File: config.mk
export PLATFORM = sky130hd
export DESIGN_NAME = trng_bit_packer
export DESIGN_NICKNAME = d
export VERILOG_FILES = /design/src/rtl/trng_pkg.sv /design/src/rtl/trng_word_fifo.sv /design/src/rtl/trng_bit_packer.sv
export SDC_FILE = /design/constraint.sdc
export NUM_CORES = 1
export LEC_CHECK = 0
export CORE_ASPECT_RATIO = 1.1
export CORE_MARGIN = 1.5
export CORE_UTILIZATION = 35
export DETAILED_ROUTE_END_ITERATION = 6
export GPL_TIMING_DRIVEN = 0
export PLACE_DENSITY = 0.53
export SYNTH_ARGS = -nofsm -noshare
export SYNTH_HDL_FRONTEND = slang
export SYNTH_HIERARCHICAL = 1
export SYNTH_SLANG_ARGS = --single-unit
File: constraint.sdc
create_clock -name clk -period 2.8 [get_ports clk]
set_input_delay 0.7 -clock clk [delete_from_list [all_inputs] [get_ports clk]]
set_output_delay 0.7 -clock clk [all_outputs]
set_load 0.02 [all_outputs]
File: src/rtl/trng_pkg.sv
// Shared definitions for the TRNG output path: default geometry and the packer FSM encoding.
package trng_pkg;

    localparam int WORD_W_DEF     = 32;
    localparam int FIFO_DEPTH_DEF = 4;
    localparam int DROP_W_DEF     = 16;

    typedef enum logic {
        ST_OFF     = 1'b0,
        ST_COLLECT = 1'b1
    } pack_state_e;

endpackage

File: src/rtl/trng_word_fifo.sv
// Small synchronous first-word-fall-through FIFO holding packed entropy words.
module trng_word_fifo #(
    parameter int WIDTH = 32,
    parameter int DEPTH = 4
) (
    input  logic                     clk,
    input  logic                     rstn,
    input  logic                     wr_en,
    input  logic [WIDTH-1:0]         wr_data,
    input  logic                     rd_en,
    output logic [WIDTH-1:0]         rd_data,
    output logic                     empty,
    output logic                     full,
    output logic [$clog2(DEPTH):0]   level
);

    localparam int AW = $clog2(DEPTH);
    localparam int LW = AW + 1;

    logic [WIDTH-1:0] mem_q [DEPTH];
    logic [AW-1:0]    wr_ptr_q, wr_ptr_d;
    logic [AW-1:0]    rd_ptr_q, rd_ptr_d;
    logic [LW-1:0]    count_q, count_d;
    logic             rd_ok, wr_ok;

    assign empty = (count_q == '0);
    assign full  = (count_q == LW'(DEPTH));
    assign level = count_q;

    // A write into a full FIFO is legal only when the head leaves in the same cycle.
    assign rd_ok = rd_en & ~empty;
    assign wr_ok = wr_en & (~full | rd_ok);

    always_comb begin
        wr_ptr_d = wr_ptr_q;
        rd_ptr_d = rd_ptr_q;
        count_d  = count_q;
        if (wr_ok) wr_ptr_d = wr_ptr_q + 1'b1;
        if (rd_ok) rd_ptr_d = rd_ptr_q + 1'b1;
        case ({wr_ok, rd_ok})
            2'b10:   count_d = count_q + 1'b1;
            2'b01:   count_d = count_q - 1'b1;
            default: count_d = count_q;
        endcase
    end

    always_ff @(posedge clk) begin
        if (!rstn) begin
            wr_ptr_q <= '0;
            rd_ptr_q <= '0;
            count_q  <= '0;
        end else begin
            wr_ptr_q <= wr_ptr_d;
            rd_ptr_q <= rd_ptr_d;
            count_q  <= count_d;
        end
    end

    always_ff @(posedge clk) begin
        if (wr_ok) mem_q[wr_ptr_q] <= wr_data;
    end

    assign rd_data = mem_q[rd_ptr_q];

endmodule

File: src/rtl/trng_bit_packer.sv
// Packs the health-tested TRNG bit stream (optionally von Neumann debiased) into words,
// discards words tainted by health-test errors, and queues the rest for the consumer.
module trng_bit_packer
    import trng_pkg::*;
#(
    parameter int WORD_W     = WORD_W_DEF,
    parameter int FIFO_DEPTH = FIFO_DEPTH_DEF,
    parameter int DROP_W     = DROP_W_DEF
) (
    input  logic                          clk,
    input  logic                          rstn,
    input  logic                          digi_data_out,
    input  logic                          digi_data_vld,
    input  logic                          healthtest_err,
    input  logic                          pack_en,
    input  logic                          vn_en,
    output logic [WORD_W-1:0]             word_data,
    output logic                          word_vld,
    input  logic                          word_rdy,
    output logic [$clog2(FIFO_DEPTH):0]   fifo_level,
    output logic                          word_drop,
    output logic [DROP_W-1:0]             drop_cnt
);

    localparam int CW = $clog2(WORD_W);

    pack_state_e       state_q, state_d;
    logic [WORD_W-1:0] sreg_q, sreg_d;
    logic [CW-1:0]     cnt_q, cnt_d;
    logic              taint_q, taint_d;
    logic              vn_half_q, vn_half_d;
    logic              vn_first_q, vn_first_d;
    logic              vn_en_q;
    logic              stg_vld_q, stg_vld_d;
    logic [WORD_W-1:0] stg_data_q, stg_data_d;
    logic              stg_taint_q, stg_taint_d;
    logic              word_drop_q, word_drop_d;
    logic [DROP_W-1:0] drop_cnt_q, drop_cnt_d;

    logic              collecting, half_eff, bit_acc, acc_bit;
    logic              pop, push_ok, drop;
    logic              fifo_empty, fifo_full;
    logic [WORD_W-1:0] fifo_head;

    always_comb begin
        state_d     = pack_en ? ST_COLLECT : ST_OFF;
        sreg_d      = sreg_q;
        cnt_d       = cnt_q;
        taint_d     = taint_q;
        vn_half_d   = vn_half_q;
        vn_first_d  = vn_first_q;
        stg_vld_d   = 1'b0;
        stg_data_d  = stg_data_q;
        stg_taint_d = 1'b0;
        bit_acc     = 1'b0;
        acc_bit     = 1'b0;
        collecting  = (state_q == ST_COLLECT) && pack_en;
        // A change of debias mode abandons any half-formed pair.
        half_eff    = vn_half_q && (vn_en == vn_en_q);

        if (collecting) begin
            vn_half_d = half_eff;
            taint_d   = taint_q | healthtest_err;
            if (digi_data_vld) begin
                if (!vn_en) begin
                    bit_acc = 1'b1;
                    acc_bit = digi_data_out;
                end else if (!half_eff) begin
                    vn_first_d = digi_data_out;
                    vn_half_d  = 1'b1;
                end else begin
                    vn_half_d = 1'b0;
                    if (vn_first_q != digi_data_out) begin
                        bit_acc = 1'b1;
                        acc_bit = vn_first_q;
                    end
                end
            end
            if (bit_acc) begin
                sreg_d = {sreg_q[WORD_W-2:0], acc_bit};
                if (cnt_q == CW'(WORD_W - 1)) begin
                    cnt_d       = '0;
                    stg_vld_d   = 1'b1;
                    stg_data_d  = {sreg_q[WORD_W-2:0], acc_bit};
                    stg_taint_d = taint_q | healthtest_err;
                    taint_d     = 1'b0;
                end else begin
                    cnt_d = cnt_q + 1'b1;
                end
            end
        end else begin
            sreg_d    = '0;
            cnt_d     = '0;
            taint_d   = 1'b0;
            vn_half_d = 1'b0;
        end
    end

    // Completed words are staged one cycle before the push/drop decision.
    assign pop     = word_vld & word_rdy;
    assign push_ok = stg_vld_q & ~stg_taint_q & (~fifo_full | pop);
    assign drop    = stg_vld_q & ~push_ok;

    always_comb begin
        word_drop_d = drop;
        drop_cnt_d  = drop_cnt_q;
        if (drop && (drop_cnt_q != '1)) drop_cnt_d = drop_cnt_q + 1'b1;
    end

    always_ff @(posedge clk) begin
        if (!rstn) begin
            state_q     <= ST_OFF;
            sreg_q      <= '0;
            cnt_q       <= '0;
            taint_q     <= 1'b0;
            vn_half_q   <= 1'b0;
            vn_first_q  <= 1'b0;
            vn_en_q     <= 1'b0;
            stg_vld_q   <= 1'b0;
            stg_data_q  <= '0;
            stg_taint_q <= 1'b0;
            word_drop_q <= 1'b0;
            drop_cnt_q  <= '0;
        end else begin
            state_q     <= state_d;
            sreg_q      <= sreg_d;
            cnt_q       <= cnt_d;
            taint_q     <= taint_d;
            vn_half_q   <= vn_half_d;
            vn_first_q  <= vn_first_d;
            vn_en_q     <= vn_en;
            stg_vld_q   <= stg_vld_d;
            stg_data_q  <= stg_data_d;
            stg_taint_q <= stg_taint_d;
            word_drop_q <= word_drop_d;
            drop_cnt_q  <= drop_cnt_d;
        end
    end

    trng_word_fifo #(
        .WIDTH (WORD_W),
        .DEPTH (FIFO_DEPTH)
    ) u_fifo (
        .clk     (clk),
        .rstn    (rstn),
        .wr_en   (push_ok),
        .wr_data (stg_data_q),
        .rd_en   (word_rdy),
        .rd_data (fifo_head),
        .empty   (fifo_empty),
        .full    (fifo_full),
        .level   (fifo_level)
    );

    assign word_vld  = ~fifo_empty;
    assign word_data = word_vld ? fifo_head : '0;
    assign word_drop = word_drop_q;
    assign drop_cnt  = drop_cnt_q;

endmodule

==> flow_summary_export.csv, run 1 <==
group,metric,value,unit
status,outcome,"completed",
critical_path,end_kind,"output pin",
final_layout,drive_gt1_frac,0.179,
power_and_ir_drop,power_density,627,nW/um^2
power_and_ir_drop,ir_worst_vdd,0.423,mV
yosys,synth-seq-cells,229,
detailed_routing,wl_per_cell,15.7,um
sta,period_minus_slack,2.74,ns
clock_tree,hold_buffers,0,
critical_path,r2r_slack,0.19,ns
detailed_routing,drtIter0Drc,275,
critical_path,cp.arrival,2.04,ns
critical_path,crit_slowest_cell,"mux4_2",
placed_design,hpwl,11900,um
detailed_routing,final_antenna_net_count,0,
clock_tree,cts_root_buffer,"clkbuf_16",
floorplanning,placeableCoreArea,25300,um^2
grt,antenna_found_initial,0,
yosys,synth_cell_types,54,
sta,max_slew_margin,0.583,
sta,hold_viol_final,0,
detailed_routing,routed-via-count,5626,
critical_path,critPathTopFamily,"buffers and inverters",
yosys,ys_seq_area_frac,0.650,
grt,grt_first_pass_wirelength,29300,um
clock_tree,cts_buffer_depth,3,
final_layout,final_cell_mix,"edfxtp_1 (128), nand2_1 (118), dfxtp_1 (97), a21oi_1 (45), nand3_1 (39)",
clock_tree,clkTransAtPathRegs,0.06,ns
placed_design,place_ws,-0.686,ns
flow_run,drv_cap,0,
sta,setup_ws,0.0626,ns
detailed_routing,met2_length,8870,um
detailed_routing,firstDrtPassIters,6,
final_layout,fin_util,0.433,
critical_path,r2r_start,"u_fifo/level[1]",
yosys,syn_nets,722,
clock_tree,cts_htree_levels,1,
yosys,ys.flop_type,"edfxtp_1",
detailed_routing,via_per_inst,4.84,
power_and_ir_drop,leakage,3.83,nW
floorplanning,dieHeight,171,um
placed_design,place_congestion,0.755,
sta,max_freq,365,MHz
final_layout,fin_cells,1163,
critical_path,cp_max_fo,5,
critical_path,critPathBufInv,3,
final_layout,layout.nets,817,
clock_tree,cts_tree,"done",
floorplanning,dieArea,26800,um^2
sta,setup_viol,0,
yosys,syn_inst,704,
floorplanning,start_util,0.356,
yosys,synth_area,9030,um^2
placed_design,placed_cells,1112,
floorplanning,num_rows,61,
sta,fin_crit_sh,0.978,
detailed_routing,drc_errors,0,
final_layout,n_fill_cell,2399,
yosys,synth_edf_count,128,
sta,maxSlewViolCount,0,
grt,grt_pass1_vias,5453,
yosys,synthArstFlopShare,0,
detailed_routing,drt-total-wl,18200,um
grt,grt-ovfl-total,0,
detailed_routing,topRoutingLayerUsed,"met4",
critical_path,ff2ff_path_depth,14,
grt,grt_max_degree,33,
yosys,syn_area_per_cell,12.8,um^2
final_layout,seqCellArea,5870,um^2
sta,tightest_slew,0.621,ns
hold_path,hold_depth,2,
hold_path,min_to,"cnt_q[4]",
grt,grt_use_total,0.138,
critical_path,worstSetupPathType,"flop to output pin",
detailed_routing,wl_met3,715,um
critical_path,critical_path.cell_chain,"buf_8 -> buf_4 -> mux4_2 -> nor2b_1 -> dlygate4sd2_1",
floorplanning,die_x,156,um
clock_tree,clock_latency,0.51,ns
clock_tree,clock-sinks,229,
critical_path,cp_data_required_time,2.10,ns
hold_path,hold_class,"flop to flop",
hold_path,hold_start,"cnt_q[4]",
clock_tree,cts_made_buffers,24,
critical_path,slowest_delay,0.47,ns
floorplanning,ios,61,
critical_path,r2r_end,"u_fifo/level[2]",
detailed_routing,met1_length,8340,um
final_layout,multi_input_area,2950,um^2
sta,clock_skew,0.00800,ns
final_layout,final_common_cell,"edfxtp_1",
yosys,yosysWarnings,6,
final_layout,diodes,0,
final_layout,area_delta_synth_final,21.5,%
critical_path,critPathLaunchType,"flop",
placed_design,io_buffer_count,59,
[per-stage QoR]
stage	hold WS (ns)	power, mW	TNS (ns)	cell area, um^2
after floorplan	0.437	3.64	0	9030
after global placement	0.448	3.68	-139.55	10100
after detailed placement	0.457	3.68	-38.30	10100
after CTS	0.466	6.97	-0.122	10900
after global routing	0.488	7.08	-0.00236	11000
final	0.467	6.88	0	11000
[report_power, final]
| group | switching, mW | leakage, nW | internal, mW |
|---|---|---|---|
| registers | 0.00223 | 2.31 | 3.51 |
| clock network | 1.26 | 0.414 | 2.02 |
| logic | 0.0636 | 1.12 | 0.0222 |
[flip-flops by register name (all words and copies together) (netlist names), 2 cells and up, named ones only]
name	flops
u_fifo/mem_q	128
stg_data_q	32
sreg_q	31
drop_cnt	16
cnt_q	5
u_fifo/level	3
u_fifo/rd_ptr_q	2
u_fifo/wr_ptr_q	2
[tightest hold or removal path, cell delays in order (launching register included)]
cell     delay, ns
dfxtp_1       0.32
nand2_1       0.05
a21oi_1       0.05
[worst max-delay path by stage]
stage	slack, ns	to	cells past startpoint	from
after floorplan	0.05	u_fifo/level[2]	12	u_fifo/level[1]
after global placement	-0.96	u_fifo/mem_q[3][6]	5	word_rdy
after detailed placement	-0.69	u_fifo/level[2]	12	u_fifo/level[1]
after CTS	-0.05	word_data[19]	6	flop
after global routing	-0.002	word_data[20]	5	u_fifo/level[1]
final	0.06	word_data[31]	5	flop
[kinds of logic after synthesis]
family / after synthesis / synth area share
mux: 41 / 0.0898
fa+ha+maj: 10 / 0.0147
simple gates: 254 / 0.144
buf+inv: 54 / 0.0272
compound gates: 113 / 0.0722
flops: 229 / 0.650
xor+xnor: 3 / 0.00291
[metal layers]
metal / vias to the layer above / GRT usage
met5: - / 0
met4: 0 / 0.0385
met3: 24 / 0.0224
met2: 90 / 0.234
met1: 2737 / 0.183
li1: 2775 / -
[what timing repair did]
action,in CTS,in global routing
setup buffers,3,4
endpoints found under the setup margin,157,5
gates resized for setup,135,11
pin swaps,1,1
cloned,0,0
[final cells by class]
cell class	instances	share of cell area
Timing Repair Buffer	69	0.0549
Tap cell	346	0.0395
Inverter	13	0.00445
Buffer	41	0.0214
Clock buffer	32	0.0632
Clock inverter	12	0.0125
Sequential cell	229	0.535
Multi-Input combinational cell	421	0.269
[synthesized netlist by cell type, drive strengths merged (2+ instances only)]
cell | n | area [um^2]
edfxtp | 128 | 3840
nand2 | 118 | 443
dfxtp | 101 | 2020
a21oi | 47 | 243
nand3 | 41 | 223
o21ai | 41 | 205
mux4 | 32 | 721
nor2b | 32 | 200
clkbuf | 22 | 82.6
buf | 19 | 114
inv | 13 | 48.8
ha | 9 | 113
mux2i | 9 | 90.1
nor2 | 9 | 33.8
and2 | 8 | 50.1
nand4 | 8 | 50.1
nand2b | 7 | 51.3
or4 | 7 | 52.6
o31ai | 6 | 45.0
nor3 | 5 | 30.0
a211oi | 4 | 42.5
a21boi | 4 | 33.8
nor4 | 4 | 40.0
and4 | 3 | 26.3
nor3b | 3 | 22.5
o211ai | 3 | 22.5
or3 | 3 | 18.8
a31oi | 2 | 12.5
or4b | 2 | 20.0
xnor2 | 2 | 17.5
(Power assumes the default switching activity.)
==> run 2, diff against run 1 <==
--- a/config.mk
+++ b/config.mk
@@ -9,8 +9,9 @@
 export CORE_MARGIN = 1.5
 export CORE_UTILIZATION = 35
 export DETAILED_ROUTE_END_ITERATION = 6
+export DONT_BUFFER_PORTS = 1
 export GPL_TIMING_DRIVEN = 0
-export PLACE_DENSITY = 0.53
+export PLACE_DENSITY = 0.5
 export SYNTH_ARGS = -nofsm -noshare
 export SYNTH_HDL_FRONTEND = slang
 export SYNTH_HIERARCHICAL = 1
==> flow_summary_export.csv, run 2 (synthesis results as in run 1) <==
group,metric,value,unit
final_layout,regMostFlops,"u_fifo/mem_q",
grt,grt-ovfl-total,0,
detailed_routing,final_antenna_net_count,0,
critical_path,worstSetupPathType,"flop to output pin",
final_layout,drive_gt1_frac,0.152,
power_and_ir_drop,leakage,3.49,nW
sta,tightest_slew,0.608,ns
clock_tree,clock_latency,0.50,ns
detailed_routing,wl_per_cell,16.9,um
final_layout,final_common_cell,"edfxtp_1",
flow_run,drv_cap,0,
grt,grt_use_total,0.141,
hold_path,hold_depth,1,
detailed_routing,routed-via-count,5510,
detailed_routing,drt-total-wl,18500,um
placed_design,place_ws,-0.923,ns
final_layout,layout.nets,753,
critical_path,slowest_delay,0.53,ns
detailed_routing,firstDrtPassIters,5,
sta,max_freq,367,MHz
floorplanning,die_x,156,um
sta,whs,0.323,ns
final_layout,fin_util,0.409,
sta,hold_viol_final,0,
critical_path,critPathBufInv,1,
clock_tree,clkTransAtPathRegs,0.06,ns
clock_tree,clock-sinks,229,
critical_path,end_kind,"output pin",
detailed_routing,drc_errors,0,
placed_design,hpwl,12500,um
power_and_ir_drop,ir_worst_vdd,0.345,mV
clock_tree,cts_tree,"done",
sta,clock_skew,0.0114,ns
floorplanning,num_rows,61,
critical_path,critical_path.cell_chain,"buf_2 -> mux4_2 -> nor2b_1",
floorplanning,dieHeight,171,um
placed_design,io_buffer_count,0,
clock_tree,cts_htree_levels,1,
floorplanning,start_util,0.356,
critical_path,cp_max_fo,10,
clock_tree,cts_made_buffers,23,
power_and_ir_drop,p_total,6.64,mW
detailed_routing,drtIter0Drc,288,
hold_path,hold_class,"input pin to flop",
sta,maxSlewViolCount,0,
power_and_ir_drop,comb_power_share,0.011,
placed_design,placed_area,9550,um^2
sta,max_slew_margin,0.592,
grt,grt_first_pass_wirelength,29700,um
clock_tree,cts_buffer_depth,3,
critical_path,critPathLaunchType,"flop",
sta,setup_viol,0,
critical_path,crit_slowest_cell,"dfxtp_1",
final_layout,fin_area,10400,um^2
sta,setup_ws,0.0728,ns
floorplanning,placeableCoreArea,25300,um^2
power_and_ir_drop,swShare,0.189,
status,outcome,"completed",
critical_path,cp.depth,3,
grt,grt_pass1_vias,5546,
sta,fin_crit_sh,0.974,
clock_tree,cts_root_buffer,"clkbuf_16",
final_layout,fin_cells,1096,
critical_path,critPathTopFamily,"flip-flops",
placed_design,placed_cells,1054,
final_layout,largest_reg_flops,128,
critical_path,cp_data_required_time,2.10,ns
power_and_ir_drop,seq_power_share,0.530,
grt,grt_max_degree,32,
placed_design,place_congestion,0.768,
grt,antenna_found_initial,0,
sta,rsz0062_at_grt,"true",
power_and_ir_drop,clkPwrFrac,0.459,
floorplanning,ios,61,
power_and_ir_drop,power_switching,1.26,mW
final_layout,diodes,0,
final_layout,final_cell_mix,"edfxtp_1 (128), nand2_1 (118), dfxtp_1 (98), a21oi_1 (45), nand3_1 (39)",
power_and_ir_drop,p_int,5.38,mW
final_layout,top_regs,"u_fifo/mem_q (128), stg_data_q (32), sreg_q (31)",
critical_path,cp.arrival,2.03,ns
floorplanning,dieArea,26800,um^2
detailed_routing,via_per_inst,5.03,
critical_path,ff2ff_path_depth,11,
sta,period_minus_slack,2.73,ns
final_layout,area_delta_synth_final,14.7,%
sta,final.setup.tns,0,ns
power_and_ir_drop,power_density,641,nW/um^2
==> run 2: changes by cell type in the layout (fill, tap and decap cells not counted), sizes merged <==
cell / before / now
clkdlybuf4s50: 27 / 0
clkbuf: 54 / 51
clkinv: 7 / 8
dlygate4sd2: 1 / 0
buf: 58 / 25
inv: 15 / 13
clkdlybuf4s15: 2 / 0
==> run 2: layout make-up <==
class                           instances  area (um^2)
Multi-Input combinational cell        421         2950
Buffer                                 41          203
Clock inverter                         11          126
Inverter                               13         48.8
Fill cell                            2418        15000
Clock buffer                           29          628
Sequential cell                       229         5870
Timing Repair Buffer                    6         95.1
Tap cell                              346          433
==> run 2: power by group through the flow <==
stage | sequential, mW | clock, mW | combinational, mW
3_3_place_gp | 3.59 | 0 | 0.0730
6_report | 3.52 | 3.05 | 0.0741
2_1_floorplan | 3.59 | 0 | 0.0513
3_5_place_dp | 3.59 | 0 | 0.0744
4_1_cts | 3.52 | 3.13 | 0.0750
5_1_grt | 3.51 | 3.26 | 0.0830
==> run 2: timing repair <==
action                                  CTS  global route
endpoints found under the setup margin  164             3
resized for setup                        12             4
pin swaps                                 1             1
setup buffers                             1             1
hold endpoints to repair                  0             0
hold buffers                              0             0
==> run 2: path summary, 6_finish.rpt <==
kind	from	end	slack, ns
max	flop	word_data[9]	0.07
min	pack_en	state_q	0.32
max reg2reg	u_fifo/level[2]	u_fifo/level[2]	0.17
min reg2reg	sreg_q[30]	sreg_q[30]	0.46
==> run 2: routing by layer <==
metal / track usage / vias up / wire (um)
met3: 0.0300 / 27 / 1030
met5: 0 / - / 0
met2: 0.247 / 134 / 9300
met4: 0.0460 / 0 / 383
li1: - / 2636 / -
met1: 0.172 / 2713 / 7780
